<file path="config.mk">
export PLATFORM = sky130hd
export DESIGN_NAME = oser10_word_sched
export DESIGN_NICKNAME = d
export VERILOG_FILES = /design/src/rtl/oser10_pkg.sv /design/src/rtl/oser10_pclk_div.sv /design/src/rtl/oser10_word_sched.sv
export SDC_FILE = /design/constraint.sdc
export NUM_CORES = 1
export LEC_CHECK = 0
export ABC_AREA = 0
export CORE_ASPECT_RATIO = 1.1
export CORE_MARGIN = 2
export CORE_UTILIZATION = 50
export DETAILED_ROUTE_END_ITERATION = 16
export PLACE_DENSITY_LB_ADDON = 0.12
export SLEW_MARGIN = 25
export SYNTH_ARGS = -nofsm -noshare
export SYNTH_HDL_FRONTEND = slang
export SYNTH_SLANG_ARGS = --single-unit
</file>
<file path="constraint.sdc">
create_clock -name clk -period 2.5 [get_ports clk]
set_input_delay 0.625 -clock clk [delete_from_list [all_inputs] [get_ports clk]]
set_output_delay 0.625 -clock clk [all_outputs]
set_load 0.05 [all_outputs]
</file>
<file path="src/rtl/oser10_pkg.sv">
// Shared constants for the OSER10 word-rate sequencer: state encoding,
// divider phase limit and default idle/training words.
package oser10_pkg;

   typedef enum logic [1:0] {
      ST_IDLE   = 2'd0,
      ST_WARMUP = 2'd1,
      ST_TRAIN  = 2'd2,
      ST_RUN    = 2'd3
   } state_e;

   localparam logic [2:0]  PH_LAST          = 3'd4;
   localparam logic [9:0]  DEF_IDLE_WORD    = 10'b1010101010;
   localparam logic [9:0]  DEF_TRAIN_WORD   = 10'b0000011111;
   localparam int unsigned DEF_TRAIN_WORDS  = 16;
   localparam int unsigned DEF_WARMUP_PCLKS = 4;
   localparam int unsigned DEF_RST_PCLKS    = 2;

endpackage

</file>
<file path="src/rtl/oser10_pclk_div.sv">
// Divide-by-5 PCLK generator for OSER10; the negedge flop stretches the
// high time to 2.5 FCLK cycles. Exports the word-boundary strobe (ph == 4).
module oser10_pclk_div
   import oser10_pkg::*;
(
   input  logic clk,
   input  logic rst_n,
   output logic pclk_o,
   output logic boundary_o
);

   logic [2:0] ph_q, ph_d;
   logic       b_q;

   always_comb begin
      ph_d = (ph_q == PH_LAST) ? 3'd0 : ph_q + 3'd1;
   end

   always_ff @(posedge clk or negedge rst_n) begin
      if (!rst_n) begin
         ph_q <= 3'd0;
      end else begin
         ph_q <= ph_d;
      end
   end

   // Half-cycle delayed copy of ph[1] extends PCLK high into the ph==4 cycle.
   always_ff @(negedge clk or negedge rst_n) begin
      if (!rst_n) begin
         b_q <= 1'b0;
      end else begin
         b_q <= ph_q[1];
      end
   end

   assign pclk_o     = ph_q[1] | b_q;
   assign boundary_o = (ph_q == PH_LAST);

endmodule

</file>
<file path="src/rtl/oser10_word_sched.sv">
// Word-rate sequencer for an OSER10 lane: reset hold, warm-up, training, then
// valid/ready streaming. Define OSER10_SCHED_UNDERRUN_CNT_EN for underrun_cnt.
module oser10_word_sched
   import oser10_pkg::*;
#(
   parameter logic [9:0]  IDLE_WORD    = DEF_IDLE_WORD,
   parameter logic [9:0]  TRAIN_WORD   = DEF_TRAIN_WORD,
   parameter int unsigned TRAIN_WORDS  = DEF_TRAIN_WORDS,
   parameter int unsigned WARMUP_PCLKS = DEF_WARMUP_PCLKS,
   parameter int unsigned RST_PCLKS    = DEF_RST_PCLKS
) (
   input  logic        clk,
   input  logic        rst_i,
   input  logic        en_i,
   input  logic [9:0]  in_data,
   input  logic        in_valid,
   output logic        in_ready,
   output logic        pclk_o,
   output logic        oser_rst_o,
   output logic [9:0]  d_o,
   output logic [1:0]  state_o,
   output logic        underrun_o
`ifdef OSER10_SCHED_UNDERRUN_CNT_EN
   ,
   output logic [15:0] underrun_cnt
`endif
);

   localparam logic [7:0] RST_LAST   = 8'(RST_PCLKS - 1);
   localparam logic [7:0] WARMUP_LAST = 8'(WARMUP_PCLKS - 1);
   localparam logic [7:0] TRAIN_LAST = 8'(TRAIN_WORDS - 1);

   state_e     state_q, state_d;
   logic [7:0] cnt_q, cnt_d;
   logic [9:0] word_q, word_d;
   logic       underrun_q, underrun_d;
   logic       boundary;

   oser10_pclk_div u_pclk_div (
      .clk        (clk),
      .rst_n      (rst_i),
      .pclk_o     (pclk_o),
      .boundary_o (boundary)
   );

   assign in_ready = boundary && (state_q == ST_RUN) && en_i;

   // Everything below only moves at the word boundary; en_i low overrides any terminal count.
   always_comb begin
      state_d    = state_q;
      cnt_d      = cnt_q;
      word_d     = word_q;
      underrun_d = 1'b0;
      if (boundary) begin
         if (!en_i) begin
            state_d = ST_IDLE;
            cnt_d   = 8'd0;
            word_d  = IDLE_WORD;
         end else begin
            case (state_q)
               ST_IDLE: begin
                  word_d = IDLE_WORD;
                  if (cnt_q == RST_LAST) begin
                     state_d = ST_WARMUP;
                     cnt_d   = 8'd0;
                  end else begin
                     cnt_d = cnt_q + 8'd1;
                  end
               end
               ST_WARMUP: begin
                  if (cnt_q == WARMUP_LAST) begin
                     state_d = ST_TRAIN;
                     cnt_d   = 8'd0;
                     word_d  = TRAIN_WORD;
                  end else begin
                     cnt_d  = cnt_q + 8'd1;
                     word_d = IDLE_WORD;
                  end
               end
               ST_TRAIN: begin
                  if (cnt_q == TRAIN_LAST) begin
                     state_d = ST_RUN;
                     cnt_d   = 8'd0;
                     word_d  = IDLE_WORD;
                  end else begin
                     cnt_d  = cnt_q + 8'd1;
                     word_d = TRAIN_WORD;
                  end
               end
               ST_RUN: begin
                  if (in_valid) begin
                     word_d = in_data;
                  end else begin
                     word_d     = IDLE_WORD;
                     underrun_d = 1'b1;
                  end
               end
               default: begin
                  state_d = ST_IDLE;
                  cnt_d   = 8'd0;
                  word_d  = IDLE_WORD;
               end
            endcase
         end
      end
   end

   always_ff @(posedge clk or negedge rst_i) begin
      if (!rst_i) begin
         state_q    <= ST_IDLE;
         cnt_q      <= 8'd0;
         word_q     <= IDLE_WORD;
         underrun_q <= 1'b0;
      end else begin
         state_q    <= state_d;
         cnt_q      <= cnt_d;
         word_q     <= word_d;
         underrun_q <= underrun_d;
      end
   end

   assign state_o    = state_q;
   assign oser_rst_o = (state_q == ST_IDLE);
   assign d_o        = word_q;
   assign underrun_o = underrun_q;

`ifdef OSER10_SCHED_UNDERRUN_CNT_EN
   logic [15:0] ucnt_q, ucnt_d;

   // Counts alongside the underrun pulse; restarts each time training begins.
   always_comb begin
      ucnt_d = ucnt_q;
      if (state_d == ST_TRAIN && state_q != ST_TRAIN) begin
         ucnt_d = 16'd0;
      end else if (underrun_d && ucnt_q != 16'hFFFF) begin
         ucnt_d = ucnt_q + 16'd1;
      end
   end

   always_ff @(posedge clk or negedge rst_i) begin
      if (!rst_i) begin
         ucnt_q <= 16'd0;
      end else begin
         ucnt_q <= ucnt_d;
      end
   end

   assign underrun_cnt = ucnt_q;
`endif

endmodule

</file>
==> results of run 1 <==
-- metal layers --
metal	up-vias	wire (µm)	part of all wire [%]
li1	652	-	-
met1	683	1550	43
met2	31	1820	51
met3	5	154	4.3
met4	0	51	1.4
met5	-	0	0
-- worst paths after layout --
check | cells past startpoint | slack [ns] | startpoint | endpoint
worst max-delay path | 2 | -0.42 | u_pclk_div.b_q | pclk_o
worst min-delay path | 1 | 0.48 | u_pclk_div.ph_q[0] | u_pclk_div.ph_q[0]
worst max register to register | 7 | 0.38 | state_o[1] | cnt_q[5]
worst min register to register | 1 | 0.48 | u_pclk_div.ph_q[0] | u_pclk_div.ph_q[0]
max in group asynchronous | 1 | 0.78 | rst_i | u_pclk_div.b_q
min in group asynchronous | 2 | 0.68 | rst_i | u_pclk_div.ph_q[2]
-- area by class of cell --
cell class | instances | area share [%]
Tap cell | 33 | 2.21
Clock buffer | 4 | 1.41
Timing Repair Buffer | 35 | 18.9
Multi-Input combinational cell | 112 | 41.1
Sequential cell | 25 | 33.8
Inverter | 13 | 2.61
-- cell usage in the layout, fill, tap and decap left out, types with 3 or more instances in the layout --
cell type	synthesis	final
a211o_1	3	3
a21o_1	3	3
a31oi_1	5	5
buf_4	1	7
clkbuf_4	0	3
clkdlybuf4s50_1	0	26
dfrtp_1	19	19
dfstp_2	5	5
ha_1	8	8
inv_1	13	13
nand2_1	13	13
nand3_1	9	9
nor2_1	10	10
o2111ai_1	4	4
o211ai_1	9	9
o21ai_0	7	7
or4_1	3	3
-- kinds of logic after synthesis --
logic type / Yosys count
flops: 25
fa+ha+maj: 8
mux: 2
simple gates: 52
buf+inv: 20
compound gates: 50
-- state kept, by name, summed over array words and instances (netlist names) --
signal / cells
cnt_q: 8
d_o: 10
state_o: 2
u_pclk_div.b_q: 1
u_pclk_div.ph_q: 3
underrun_o: 1
-- critical path, delay by kind of cell, from the launching register on --
kind / cells / cell delay [ns]
simple gates: 1 / 0.24
flops: 1 / 0.34
buf+inv: 1 / 0.15
-- stage by stage --
stage	worst slack, ns	cell area, µm²
after floorplan	0.0181	1480
after global placement	-0.0586	1840
after detailed placement	-0.0723	1840
after CTS	-0.433	1870
after global routing	-0.447	1870
final	-0.424	1870
-- power by group --
part	leakage [µW]	total [µW]	switching (µW)	internal, µW
combinational	0.000486	1130	717	409
sequential	0.000306	643	113	529
clock	0.0000150	187	124	62.7
total	0.000807	1960	955	1000
-- what timing repair did --
item,in CTS,in global routing
hold buffers,0,0
endpoints found under the setup margin,1,1
resized for setup,0,0
buffers inserted,0,0
==> flow_summary.toml, run 1 <==
[status]
status = "finished with violations"
violations = "negative setup slack"

[die]
core_mm2 = 0.00280
fp.dieH_um = 61.0
dieWidth_um = 55.8
num_rows = 20
die_area_mm2 = 0.00341
ios = 30
initial_core_util_pct = 52.7

[timing]
max_slew_margin_pct = 66.2
rsz0062_at_grt = "yes"
final-hold-violation-count = 0
layout_setup_ws_ns = -0.424
setup_viol = 1
final.setup.tns_ns = -0.424
skew_ns = 0.00949
tightest_slew_ns = 0.505
whs_ns = 0.481
drv_slew = 0

[power]
leakage_uw = 0.000807
cellPowerDensity_mw_per_mm2 = 1050
report.power.total_uw = 1960
vdd_ir_drop_max_mv = 0.732

[yosys]
ys_ff_latch = 25
synth_top_area_share_pct = 32.2
synth-compound-area-share_pct = 24.6
ys_top_cells_by_count = "dfrtp_1, inv_1, nand2_1"
synthFlopType = "dfrtp_1"
ys_seq_area_share_pct = 42.8
syn_nets = 179
yosys.area_share.simple_pct = 19.1
synthMuxAreaShare_pct = 1.35
synth_warnings = 0
synth_area_per_cell_um2 = 9.41
netlist_area_mm2 = 0.00148
yosys-top-cells-area = "dfrtp_1, dfstp_2, ha_1"
synth_xor_xnor_area_share_pct = 0
synth-adder-area-share_pct = 6.77
syn_inst = 157
yosys.cell_types.count = 44
synthArstFlopShare_pct = 100
synth_top_family_by_area = "compound AO/OA/AOI/OAI gates"
yosys.cell_count.top_type = "dfrtp_1"
post-synth-top-area-cell = "dfrtp_1"
synth_edf_count = 0

[layout]
drive_above_1_share_pct = 10.6
area_growth_pct = 26.5
multi_input_area_um2 = 768
final_cells = 222
final_util_pct = 66.7
fillCellCount = 227
ff_latch_area_um2 = 632
antenna_cells = 0
nets = 212

[critical_path]
crit_type = "reg -> out"
cp_slowest_stage_delay_ns = 0.34
critPathSlowestCell = "dfrtn_1"
crit_path_start_kind = "register"
crit_required_ns = 1.88
path_cells = "or2_4 -> buf_12"
cp.arrival_ns = 2.30
end_kind = "primary output"
cp_max_fo = 1

[cts]
htree_num_levels = 1
path_clk_slew_ns = 0.14
numCtsBuffers = 3
clk_latency_ns = 0.33
cts_buffer_depth = 2
cts_sinks = 25
cts_tree = "built"
cts-root-buf = "clkbuf_4"

[global_route]
use_met1_pct = 26.2
antenna_found_initial = 0
busiest_layer = "met2"
grt_max_degree = 25
grt_pass1_wl_mm = 6.13
grtUsageMet3_pct = 3.15
grt_pass1_vias = 1359
gr-usage-all-layers_pct = 22.9
grt_util_met2_pct = 44.4
overflow = 0

[placement]
port_buffers = 29
gp_congestion = 0.840
dp_hpwl_mm = 2.71
post-place-cells = 218

[run]
maxCapViolCount = 0

[detailed_routing]
drt_iter0_drc = 55
vias = 1371
vias_per_cell = 6.18
firstDrtPassIters = 4
drtAntennaViolNets = 0
drt-total-wl_mm = 3.58
post_drt_wl_per_cell_um = 16.1
route.detailed.drc = 0

[worst_hold_path]
min_path_type = "reg -> reg"
(Power assumes the default switching activity.)
==> run 2: changes to the inputs <==
- REMOVE_ABC_BUFFERS: not set -> 1
==> run 2 against run 1 <==
The run still ends with negative setup slack left. Clock skew grew 0.0010 ns. Critical endpoint unchanged. Non-clock buffer count is the same. Clock power is essentially flat. Critical path type unchanged.
==> flow_summary.toml, run 2 (synthesis results as in run 1) <==
[global_route]
gr-usage-all-layers_pct = 20.7
grt_pass1_wl_mm = 5.56
antenna_found_initial = 0
grt_pass1_vias = 1262
grt_max_degree = 25
overflow = 0

[die]
fp.dieH_um = 61.0
core_mm2 = 0.00280
dieWidth_um = 55.8
ios = 30
die_area_mm2 = 0.00341
initial_core_util_pct = 52.7
num_rows = 20

[detailed_routing]
firstDrtPassIters = 4
vias_per_cell = 5.98
route.detailed.drc = 0
drtAntennaViolNets = 0
drt-total-wl_mm = 3.33
drt_iter0_drc = 33
vias = 1327
post_drt_wl_per_cell_um = 15.0

[timing]
drv_slew = 0
rsz0062_at_grt = "yes"
layout_setup_ws_ns = -0.411
max_slew_margin_pct = 66.3
final-hold-violation-count = 0
skew_ns = 0.0105
setup_viol = 1
tightest_slew_ns = 0.504

[status]
violations = "negative setup slack"
status = "finished with violations"

[layout]
final_cells = 222
final_cell_mix = "clkdlybuf4s50_1, dfrtp_1, inv_1, nand2_1, nor2_1"
area_growth_pct = 26.3
antenna_cells = 0
final_common_cell = "clkdlybuf4s50_1"
drive_above_1_share_pct = 11.6
multi_input_area_um2 = 769
nets = 212
largest_register_ffs = 10
fillCellCount = 243
ff_latch_area_um2 = 632

[cts]
cts-root-buf = "clkbuf_4"
cts_hold_buffers = 0
htree_num_levels = 1
cts_sinks = 25
cts_tree = "built"
numCtsBuffers = 3
cts_buffer_depth = 2
path_clk_slew_ns = 0.14
clk_latency_ns = 0.33

[run]
maxCapViolCount = 0

[critical_path]
cp.buffers_inverters = 1
cp_slowest_stage_delay_ns = 0.34
crit_required_ns = 1.88
cp_max_fo = 1
cp.arrival_ns = 2.29
crit_family = "flip-flops"
path_cells = "or2_4 -> buf_8"
critPathSlowestCell = "dfrtn_1"
crit_path_start_kind = "register"
end_kind = "primary output"
crit_type = "reg -> out"
r2r_slack_ns = 0.41

[placement]
gp_congestion = 0.835
port_buffers = 29
place_ws_ns = -0.123
post-place-cells = 218
dp_hpwl_mm = 2.54

[power]
vdd_ir_drop_max_mv = 0.675
cellPowerDensity_mw_per_mm2 = 1040
leakage_uw = 0.000807

[worst_hold_path]
min_path_type = "reg -> reg"
## run 2: changes by cell type in the layout (fill, tap and decap cells not counted), sizes merged
cell    delta
clkbuf     -1
clkinv     +1
## run 2: per-stage QoR
step           instance area (µm²)  total power, µW  utilization, %  TNS, ns  hold WS, ns
2_1_floorplan                 1450             1380               -  -0.0681        0.329
3_3_place_gp                  1830             1730            65.2   -0.125        0.449
3_5_place_dp                  1830             1760            65.2   -0.123        0.465
4_1_cts                       1870             1940            66.6   -0.417        0.495
5_1_grt                       1870             2070            66.6   -0.442        0.524
6_report                      1870             1940            66.6   -0.411        0.492
## run 2: path summary, 6_finish.rpt
check	startpoint	endpoint	depth (start not counted)
max	u_pclk_div.b_q	pclk_o	2
min	d_o[0]	d_o[0]	1
max reg2reg	state_o[0]	cnt_q[4]	7
min reg2reg	d_o[0]	d_o[0]	1
max in group asynchronous	rst_i	u_pclk_div.b_q	1
min in group asynchronous	rst_i	state_o[1]	2
## run 2: repair_timing
item / 4_1_cts / 5_1_grt
pin swaps: 0 / 0
gates resized for setup: 3 / 1
buffers inserted: 0 / 0
endpoints found under the setup margin: 1 / 2
## run 2: report_power, final
part           total, µW  leakage [µW]  switching [µW]  internal, µW
logic               1110      0.000484             707           407
clock network        190     0.0000177             129          60.2
registers            639      0.000306             109           529
total               1940      0.000807             946           997
## run 2: layout make-up
cell class | instances | share of cell area, %
clock buffer | 3 | 1.21
inverter | 13 | 2.61
clock inverter | 1 | 0.268
tap | 33 | 2.21
timing repair buffer | 35 | 18.6
sequential | 25 | 33.8
multi-input combinational | 112 | 41.2
## run 2: layer usage
metal / GRT usage [%] / up-vias / wire [µm]
li1: - / 655 / -
met4: 9.18 / 0 / 53
met5: 0 / - / 0
met1: 25.7 / 637 / 1500
met3: 2.94 / 5 / 109
met2: 37.1 / 30 / 1670
==> run 3: changes to the inputs <==
- PLACE_DENSITY: not set -> 0.84
- PLACE_DENSITY_LB_ADDON: 0.12 -> not set
==> run 3 against run 2 <==
The flow still finishes with violations (negative setup slack). Highest routed layer unchanged. Clock skew is 0.0030 ns lower. Sequential cell count stayed put. Wire length is 5.6% higher.
==> flow_summary.toml, run 3 (synthesis results as in run 1) <==
[detailed_routing]
vias = 1354
drt_iter0_drc = 47
firstDrtPassIters = 4
drtAntennaViolNets = 0
post_drt_wl_per_cell_um = 15.8
route.detailed.drc = 0
drt-total-wl_mm = 3.52
vias_per_cell = 6.07

[timing]
rsz0062_at_grt = "yes"
final-hold-violation-count = 0
skew_ns = 0.00753
tightest_slew_ns = 0.562
layout_setup_ws_ns = -0.408
max_slew_margin_pct = 62.5
setup_viol = 1
drv_slew = 0

[power]
leakage_uw = 0.000812
seqPwrFrac_pct = 33.0
switchingPower_uw = 947
swShare_pct = 48.7
pwr-share-comb_pct = 57.8
p_int_uw = 998
vdd_ir_drop_max_mv = 0.749
report.power.total_uw = 1950
pwr-share-clk_pct = 9.2
cellPowerDensity_mw_per_mm2 = 1040

[run]
maxCapViolCount = 0

[placement]
gp_congestion = 0.811
place_ws_ns = -0.133
port_buffers = 29
dp_hpwl_mm = 2.67

[layout]
area_growth_pct = 26.8
final_common_cell = "clkdlybuf4s50_1"
nets = 213
final_cell_mix = "clkdlybuf4s50_1, dfrtp_1, inv_1, nand2_1, nor2_1"
ff_latch_area_um2 = 632
antenna_cells = 0
largest_register_ffs = 10
drive_above_1_share_pct = 11.6
multi_input_area_um2 = 768
fillCellCount = 216

[die]
initial_core_util_pct = 52.7
dieWidth_um = 55.8
fp.dieH_um = 61.0
ios = 30
num_rows = 20
die_area_mm2 = 0.00341
core_mm2 = 0.00280

[status]
violations = "negative setup slack"
status = "finished with violations"

[worst_hold_path]
hold_depth = 1
min_path_type = "reg -> reg"
hold_start = "u_pclk_div.ph_q[0]"

[critical_path]
r2r.worst_path.cells = 6
r2r_slack_ns = 0.36
crit_family = "flip-flops"
path_cells = "or2_4 -> buf_8"
critPathSlowestCell = "dfrtn_1"
cp_slowest_stage_delay_ns = 0.35
cp_max_fo = 1
path_depth = 2
critPathLaunch = "u_pclk_div.b_q"
crit_path_start_kind = "register"
cp.buffers_inverters = 1
rr_startpoint = "state_o[0]"
crit_type = "reg -> out"
cp.arrival_ns = 2.28
end_kind = "primary output"
crit_required_ns = 1.88

[cts]
htree_num_levels = 1
path_clk_slew_ns = 0.13
cts_buffer_depth = 2
cts_sinks = 25
cts_tree = "built"
cts-root-buf = "clkbuf_4"
cts_setup_buffers = 0
clk_latency_ns = 0.31
cts_hold_buffers = 0
numCtsBuffers = 3

[global_route]
antenna_found_initial = 0
overflow = 0
grt_max_degree = 25
gr-usage-all-layers_pct = 22.0
grt_pass1_vias = 1278
grt_pass1_wl_mm = 5.89
-- run 3: final cells by class --
class                      instances  share of cell area (%)
sequential                        25                    33.7
clock inverter                     1                   0.267
inverter                          13                    2.61
tap                               33                    2.20
timing repair buffer              36                    19.0
multi-input combinational        112                    41.0
clock buffer                       3                    1.20
-- run 3: layer usage --
metal / global-route usage (%) / up-vias / wire, µm
li1: - / 655 / -
met1: 27.9 / 642 / 1530
met2: 39.1 / 51 / 1710
met3: 2.94 / 6 / 240
met4: 8.84 / 0 / 39
met5: 0 / - / 0
-- run 3: power groups by stage --
| stage | clock (µW) | sequential [µW] | combinational (µW) |
|---|---|---|---|
| 3_3_place_gp | 0 | 639 | 1090 |
| 5_1_grt | 200 | 661 | 1210 |
| 4_1_cts | 188 | 641 | 1120 |
| 3_5_place_dp | 0 | 649 | 1120 |
| 6_report | 179 | 641 | 1120 |
| 2_1_floorplan | 0 | 862 | 523 |
-- run 3: worst paths after layout --
path                                 endpoint
setup / recovery                       pclk_o
hold / removal             u_pclk_div.ph_q[0]
setup reg to reg                     cnt_q[5]
hold reg to reg            u_pclk_div.ph_q[0]
max in group asynchronous      u_pclk_div.b_q
min in group asynchronous  u_pclk_div.ph_q[2]
-- run 3: timing repair --
item                                    4_1_cts  5_1_grt
endpoints found under the setup margin        1        1
gates cloned                                  0        0
gates resized for setup                       3        0
-- run 3: metrics by stage --
stage | cell area (µm²) | hold slack (ns) | setup TNS (ns) | util [%] | cells
6_report | 1870 | 0.475 | -0.408 | 66.8 | 223
3_5_place_dp | 1840 | 0.453 | -0.133 | 65.5 | 219
3_3_place_gp | 1840 | 0.452 | -0.125 | 65.5 | 219
5_1_grt | 1870 | 0.505 | -0.443 | 66.8 | 223
4_1_cts | 1870 | 0.471 | -0.419 | 66.8 | 223
2_1_floorplan | 1450 | 0.329 | -0.0681 | - | 150
